<file path="config.mk">
export PLATFORM = sky130hd
export DESIGN_NAME = color_classifier
export DESIGN_NICKNAME = d
export VERILOG_FILES = /design/src/rtl/color_classifier.sv
export SDC_FILE = /design/constraint.sdc
export NUM_CORES = 1
export LEC_CHECK = 0
export BUFFER_PORTS_ARGS = -buffer_cell sky130_fd_sc_hd__buf_2
export CAP_MARGIN = 30
export CORE_MARGIN = 10
export CORE_UTILIZATION = 50
export CTS_BUF_LIST = sky130_fd_sc_hd__clkbuf_2 sky130_fd_sc_hd__clkbuf_4 sky130_fd_sc_hd__clkbuf_8
export CTS_CLUSTER_SIZE = 12
export DETAILED_ROUTE_END_ITERATION = 10
export GPL_TIMING_DRIVEN = 0
export MAX_ROUTING_LAYER = met4
export PLACE_DENSITY = 0.72
export SLEW_MARGIN = 0
export SYNTH_ARGS = -nofsm -noshare
export SYNTH_HDL_FRONTEND = slang
export SYNTH_SLANG_ARGS = --single-unit
</file>
<file path="constraint.sdc">
create_clock -name clk -period 5.35 [get_ports clk]
set_input_delay 0.535 -clock clk [delete_from_list [all_inputs] [get_ports clk]]
set_output_delay 0.535 -clock clk [all_outputs]
set_load 0.005 [all_outputs]
</file>
<file path="src/rtl/color_classifier.sv">
// Colour classifier: streams a frame out of a synchronous pixel memory, sums
// the R/G/B channels of the pixels inside a latched region of interest and
// classifies the region by its dominant channel.
module color_classifier #(
  parameter int IMG_W  = 160,
  parameter int IMG_H  = 120,
  parameter int CH_W   = 4,
  parameter int ADDR_W = 15,
  parameter int MARGIN = 0,
  localparam int NUM_PIX = IMG_W * IMG_H,
  localparam int XW      = $clog2(IMG_W),
  localparam int YW      = $clog2(IMG_H),
  localparam int CNT_W   = $clog2(NUM_PIX) + 1,
  localparam int SUM_W   = CH_W + $clog2(NUM_PIX)
) (
  input  logic              clk,
  input  logic              rst_n,
  input  logic              start,
  input  logic              en,
  input  logic [3*CH_W-1:0] data,
  input  logic [XW-1:0]     roi_x0,
  input  logic [XW-1:0]     roi_x1,
  input  logic [YW-1:0]     roi_y0,
  input  logic [YW-1:0]     roi_y1,
  output logic [ADDR_W-1:0] addr,
  output logic              busy,
  output logic              done,
  output logic [2:0]        res,
  output logic [SUM_W-1:0]  sum_r,
  output logic [SUM_W-1:0]  sum_g,
  output logic [SUM_W-1:0]  sum_b,
  output logic [CNT_W-1:0]  pix_cnt
);

  typedef enum logic [1:0] {
    IDLE,
    FETCH,
    DRAIN,
    CLASSIFY
  } state_e;

  localparam logic [ADDR_W-1:0] LAST_ADDR = ADDR_W'(NUM_PIX - 1);
  localparam logic [XW-1:0]     X_LAST    = XW'(IMG_W - 1);
  localparam logic [SUM_W:0]    MARGIN_W  = (SUM_W + 1)'(MARGIN);

  state_e             state_q, state_d;
  logic               start_q;
  logic [ADDR_W-1:0]  addr_q, addr_d;
  logic [XW-1:0]      x_q, x_d;
  logic [YW-1:0]      y_q, y_d;
  logic [XW-1:0]      rx0_q, rx0_d, rx1_q, rx1_d;
  logic [YW-1:0]      ry0_q, ry0_d, ry1_q, ry1_d;
  logic               valid_q, valid_d;
  logic [SUM_W-1:0]   sr_q, sr_d, sg_q, sg_d, sb_q, sb_d;
  logic [CNT_W-1:0]   cnt_q, cnt_d;
  logic               done_q, done_d;
  logic [2:0]         res_q, res_d;

  logic               start_edge;
  logic               in_roi;
  logic [2:0]         class_c;
  logic [SUM_W:0]     r_w, g_w, b_w;

  assign start_edge = start & ~start_q;
  assign in_roi     = (x_q >= rx0_q) && (x_q <= rx1_q) &&
                      (y_q >= ry0_q) && (y_q <= ry1_q);

  // Dominant-channel decision, one bit wider so sum+MARGIN cannot wrap
  always_comb begin
    r_w     = {1'b0, sr_q};
    g_w     = {1'b0, sg_q};
    b_w     = {1'b0, sb_q};
    class_c = 3'b111;
    if (cnt_q == '0) begin
      class_c = 3'b000;
    end else if ((r_w > g_w + MARGIN_W) && (r_w > b_w + MARGIN_W)) begin
      class_c = 3'b100;
    end else if ((g_w > r_w + MARGIN_W) && (g_w > b_w + MARGIN_W)) begin
      class_c = 3'b010;
    end else if ((b_w > r_w + MARGIN_W) && (b_w > g_w + MARGIN_W)) begin
      class_c = 3'b001;
    end
  end

  // Next-state, address walk and accumulation
  always_comb begin
    state_d = state_q;
    addr_d  = addr_q;
    x_d     = x_q;
    y_d     = y_q;
    rx0_d   = rx0_q;
    rx1_d   = rx1_q;
    ry0_d   = ry0_q;
    ry1_d   = ry1_q;
    valid_d = 1'b0;
    sr_d    = sr_q;
    sg_d    = sg_q;
    sb_d    = sb_q;
    cnt_d   = cnt_q;
    done_d  = done_q;
    res_d   = res_q;

    // The pixel issued on the previous edge arrives now; it is added in
    // whatever state we are in, so the stall input never delays it.
    if (valid_q) begin
      sr_d  = sr_q + SUM_W'(data[3*CH_W-1:2*CH_W]);
      sg_d  = sg_q + SUM_W'(data[2*CH_W-1:CH_W]);
      sb_d  = sb_q + SUM_W'(data[CH_W-1:0]);
      cnt_d = cnt_q + CNT_W'(1);
    end

    unique case (state_q)
      IDLE: begin
        if (start_edge) begin
          state_d = FETCH;
          addr_d  = '0;
          x_d     = '0;
          y_d     = '0;
          sr_d    = '0;
          sg_d    = '0;
          sb_d    = '0;
          cnt_d   = '0;
          done_d  = 1'b0;
          rx0_d   = roi_x0;
          rx1_d   = roi_x1;
          ry0_d   = roi_y0;
          ry1_d   = roi_y1;
        end
      end
      FETCH: begin
        if (en) begin
          valid_d = in_roi;
          if (x_q == X_LAST) begin
            x_d = '0;
            y_d = y_q + YW'(1);
          end else begin
            x_d = x_q + XW'(1);
          end
          if (addr_q == LAST_ADDR) begin
            state_d = DRAIN;
          end else begin
            addr_d = addr_q + ADDR_W'(1);
          end
        end
      end
      DRAIN: begin
        state_d = CLASSIFY;
      end
      CLASSIFY: begin
        res_d   = class_c;
        done_d  = 1'b1;
        addr_d  = '0;
        state_d = IDLE;
      end
      default: state_d = IDLE;
    endcase
  end

  // State and datapath registers
  always_ff @(posedge clk or negedge rst_n) begin
    if (!rst_n) begin
      state_q <= IDLE;
      start_q <= 1'b0;
      addr_q  <= '0;
      x_q     <= '0;
      y_q     <= '0;
      rx0_q   <= '0;
      rx1_q   <= '0;
      ry0_q   <= '0;
      ry1_q   <= '0;
      valid_q <= 1'b0;
      sr_q    <= '0;
      sg_q    <= '0;
      sb_q    <= '0;
      cnt_q   <= '0;
      done_q  <= 1'b0;
      res_q   <= '0;
    end else begin
      state_q <= state_d;
      start_q <= start;
      addr_q  <= addr_d;
      x_q     <= x_d;
      y_q     <= y_d;
      rx0_q   <= rx0_d;
      rx1_q   <= rx1_d;
      ry0_q   <= ry0_d;
      ry1_q   <= ry1_d;
      valid_q <= valid_d;
      sr_q    <= sr_d;
      sg_q    <= sg_d;
      sb_q    <= sb_d;
      cnt_q   <= cnt_d;
      done_q  <= done_d;
      res_q   <= res_d;
    end
  end

  assign addr    = addr_q;
  assign busy    = (state_q != IDLE);
  assign done    = done_q;
  assign res     = res_q;
  assign sum_r   = sr_q;
  assign sum_g   = sg_q;
  assign sum_b   = sb_q;
  assign pix_cnt = cnt_q;

endmodule

</file>
### After elaboration in Yosys (flattened, before gate mapping)

Index checks and enable logic that the tools add are counted.

* bits in registers: 141
* latch bits: 0
* RAM bits: 0
* bits in read-only memories: 0
* input port bits: 46
* output and inout port bits: 93
* word-level logic and storage cells: 99
* memories: 0

* add/sub/neg operators: 7
* multiply operators: 0
* divide/modulo/power cells: 0
* magnitude comparators: 10
* eq/ne operators: 10
* shift operators: 0
* multiplexer cells: 36
* bitwise logic cells: 2
* reduce and logical (&&, ||, !) cells: 18

Operators with widths (number)
* $mux W19: 9
* $gt A19 B19 Y1: 6
* $add A19 B4 Y19: 3
* $mux W16: 3
* $mux W15: 3
* $pmux W15 S3: 1
* $mux W8: 3
* $mux W7: 3
* $add A16 B1 Y16 const B: 1
* $logic_not A16 Y1: 1
* $pmux W8 S2: 1
* $add A15 B1 Y15 const B: 1
* $eq A15 B15 Y1 const B: 1
* $pmux W7 S2: 1
* $mux W3: 4
* $ne A2 B2 Y1 const B: 5
* $add A8 B1 Y8 const B: 1
* $eq A8 B8 Y1 const B: 1
* $ge A8 B8 Y1: 1
* $le A8 B8 Y1: 1
* $pmux W2 S4: 1
* $reduce_and A4 Y1: 2
* $add A7 B1 Y7 const B: 1
* $ge A7 B7 Y1: 1
* other kinds (14): 28

### Depth between registers and ports, before layout

* word-level depth: 6
* gate-level depth with buffers: 10
* mapped depth without buffers: 10

### Least setup slack after synthesis

Ideal clock, no wire load.

* kind: flip-flop to flip-flop
* start point: reg sr_q[4], in the netlist sum_r[4]
* end point: reg res_q[0], in the netlist res[0]
* setup time: 0.121 ns
* arrival time: 2.107 ns
* required time: 5.229 ns
* setup slack: 3.122 ns
* stages on the path, launching flop included: 10
* clock period less this slack: 2.228 ns
* path through: dfrtp_1 -> inv_1 -> ha_1 -> a21o_1 -> nand3_2 -> a21oi_2 -> o41a_1 -> or3_1 -> o21a_1 -> a22o_1

* word-level cells in the longest chain between the ends: 5

RTL lines
* start: declaration: line 54 `logic [SUM_W-1:0] sr_q, sr_d, sg_q, sg_d, sb_q, sb_d;`
* start signal: assignment: line 189 `sr_q <= sr_d;`
* $gt A19 B19 Y1: line 78 `end else if ((g_w > r_w + MARGIN_W) && (g_w > b_w + MARGIN_W)) begin`
* $logic_and A1 B1 Y1: line 78
* $mux W3: line 78
* $mux W3 *: line 76 `end else if ((r_w > g_w + MARGIN_W) && (r_w > b_w + MARGIN_W)) begin`
* $mux W3 *: line 74 `if (cnt_q == '0) begin`
* end signal: assignment: line 194 `res_q <= res_d;`
* end: declaration: line 57 `logic [2:0] res_q, res_d;`

Every way passes the cells marked *; elsewhere a longest branch is shown, timed or not.
A chain may end at the register's enable or synchronous reset.

### Worst setup path in the final report

* start point: reg sg_q[8], in the netlist sum_g[8]
* end point: reg res_q[2], in the netlist res[2]

* word-level cells in the longest chain between the ends: 6

RTL lines
* start: declaration: line 54
* start signal: assignment: line 190 `sg_q <= sg_d;`
* $gt A19 B19 Y1: line 80 `end else if ((b_w > r_w + MARGIN_W) && (b_w > g_w + MARGIN_W)) begin`
* $logic_and A1 B1 Y1: line 80
* $mux W3: line 80
* $mux W3: line 78
* $mux W3 *: line 76
* $mux W3 *: line 74

Marked as above.

==> out/results.ini <==
[pwr]
power_mw = 3.891
p_leak_nw = 5.221
p_sw_mw = 1.478
power_frac_seq_pct = 38.2
power_density_mw_per_mm2 = 378.1
switching_share_pct = 37.99
ir_worst_vdd_mv = 0.2466
clkPwrFrac_pct = 23.8
internal_power_mw = 2.413
pwr-share-comb_pct = 38.0

[cts]
clk_latency_ns = 0.45
cts.sinks = 141
cts-root-buf = clkbuf_8
htreeDepth = 4
cts_hold_buf = 0
cts_setup_buffers = 0
cts_resized = 0
clk_pin_slew_ns = 0.08
cts_buffer_depth = 2
cts_buffers = 17
cts_tree = done

[drt]
avgRoutedWirePerCell_um = 16.51
wirelength_mm = 22.50
first_pass_iters = 6
vias = 7474
via_per_inst = 5.483
final_antenna_net_count = 0
drtIter0Drc = 290
drc = 0

[floorplan]
die_w_um = 153.2
die_y_um = 153.2
initial_core_util_pct = 51.07
die_area_mm2 = 0.02345
ioPinCount = 139
core_area_mm2 = 0.01736
rows = 48

[sta]
max_freq_mhz = 351.5
rsz0062_at_grt = no
finalHoldViolCount = 0
maxSlewViolCount = 0
slew_headroom_pct = 42.97
worstMarginPinSlew_ns = 0.8476
finClkSkew_ns = 0.01144
period_share_pct = 53.18
tns_ns = 0
setup_viol = 0
period_minus_slack_ns = 2.845
setup_slack_ns = 2.505
hold_ws_ns = 0.04858

[yosys]
ys.flop_type = dfrtp_1
ys_types = 54
syn_area_mm2 = 0.008865
synth_edf_count = 0
syn_inst = 968
yosysTopAreaCell = dfrtp_1
ys_seq_area_share_pct = 39.80
synth_top_area_share_pct = 39.80
synth_seq_cells = 141
synth_fp_nets = 1125
yosysWarnings = 0
ys_async_sr_fraction_pct = 100.0
synthTopCellsByArea = dfrtp_1 40%, ha_1 15%, nor2_1 4.2%, nand2_1 3.9%, o21ai_0 3.8%
synth.avg_cell_area_um2 = 9.158

[layout]
final_area_mm2 = 0.01029
n_antenna_cell = 0
stdcell_count = 1363
areaGrowthSynthToFinish_pct = 16.09
fin_util_pct = 59.29
nNetsFinal = 1283
final_layout_size_suffix_gt1_share_pct = 16.96

[place]
io_buffers = 138
dpl_cell_area_mm2 = 0.009871
dpl.hpwl_mm = 17.43
globalplace.congestion = 0.9098
dp_cells = 1332
pre_cts_ws_ns = 2.585

[grt]
grt_pass1_vias = 7608
track_usage_pct = 19.76
antenna_found_initial = 0
grt_pass1_wl_mm = 37.38
grt_max_degree = 81
grt.overflow.total = 0

[critical_path]
path_class = reg2reg
arrival_ns = 3.18
cp_data_required_time_ns = 5.68
path_max_fanout = 7
cp-start-kind = flop
cp-end-kind = flop

[status]
outcome = finished clean

[flow_run]
maxCapViolCount = 0

[min_path]
hold_path_class = in2async

synth_stat cells (12+ instances only):
master	n
nand2_1	91
inv_1	87
clkbuf_1	13
nand3_1	43
dfrtp_1	141
o21ai_0	67
nor2_1	100
nor3_1	16
xnor2_1	37
mux2i_1	12
xor2_1	25
ha_1	108
and3_1	13
a21o_1	19
a21oi_1	45
a22o_1	12
nand4_1	29
power by group through the flow:
stage | registers [mW] | logic, mW | clock network, mW
floorplan | 1.46 | 1.01 | 0
detailed placement | 1.51 | 1.49 | 0
global route | 1.52 | 1.71 | 0.995
finish | 1.49 | 1.48 | 0.927
CTS | 1.49 | 1.50 | 0.948
global placement | 1.50 | 1.45 | 0
flip-flops by register name, summed over array words and instances (netlist names), 8 cells and up:
| signal | count |
|---|---|
| rx0_q | 8 |
| x_q | 8 |
| sum_b | 19 |
| pix_cnt | 16 |
| sum_r | 19 |
| rx1_q | 8 |
| sum_g | 19 |
| addr | 15 |
logic make-up after synthesis:
family / after synthesis / synth area share, %
and+or+nand+nor: 339 / 18.04
AOI/OAI and AO/OA: 186 / 12.99
DFF: 141 / 39.80
adders and majority gates: 111 / 15.92
buffers and inverters: 109 / 4.756
xor gates and xnor gates: 62 / 6.126
muxes: 20 / 2.371
path summary, 6_finish.rpt:
path,startpoint,depth (start not counted),to,slack [ns]
min in group clk,start,1,start_q,0.21
max in group asynchronous,rst_n,2,rx1_q[0],4.49
min reg2reg,rx1_q[0],1,rx1_q[0],0.51
max,sum_g[8],9,res[2],2.50
max reg2reg,sum_g[8],9,res[2],2.50
min,rst_n,1,sum_r[1],0.05
critical path, cell delays in order, from the launching register on:
cell and delay, ns:
dfrtp_1 0.48, inv_1 0.12, ha_1 0.33, a211oi_1 0.28, nor2_1 0.08, a2111oi_0 0.60, inv_1 0.12, a221oi_2 0.27
nand3_1 0.15, a32o_1 0.30
final cells by class:
class | instances | area, um^2
plain buffers | 22 | 95.09
clock buffers | 18 | 247.7
clock inverters | 13 | 172.7
fillers | 1517 | 7066
inverters | 87 | 326.6
multi-input cells | 718 | 4915
flip-flops and latches | 141 | 3528
well taps | 225 | 281.5
repair buffers | 139 | 724.4
cell usage in the layout, fill, tap and decap left out, drive strengths merged, types with 13 or more instances in the layout:
cell	netlist	layout
a21o	19	19
and3	13	13
nor2	100	100
clkbuf	13	31
nand3	44	44
nand2	91	91
nor3	16	16
o21ai	69	69
xnor2	37	37
ha	108	108
xor2	25	25
buf	9	148
nand4	30	30
dfrtp	141	141
inv	87	87
a21oi	46	46
per-layer routing:
metal,vias to the layer above,part of all wire (%),track usage [%]
li1,3691,-,-
met1,3555,45,23.53
met2,187,48,32.45
met3,41,4.7,4.321
met4,0,2.6,6.812
met5,-,0,-
Note: power is estimated with default switching activity, not from simulation.
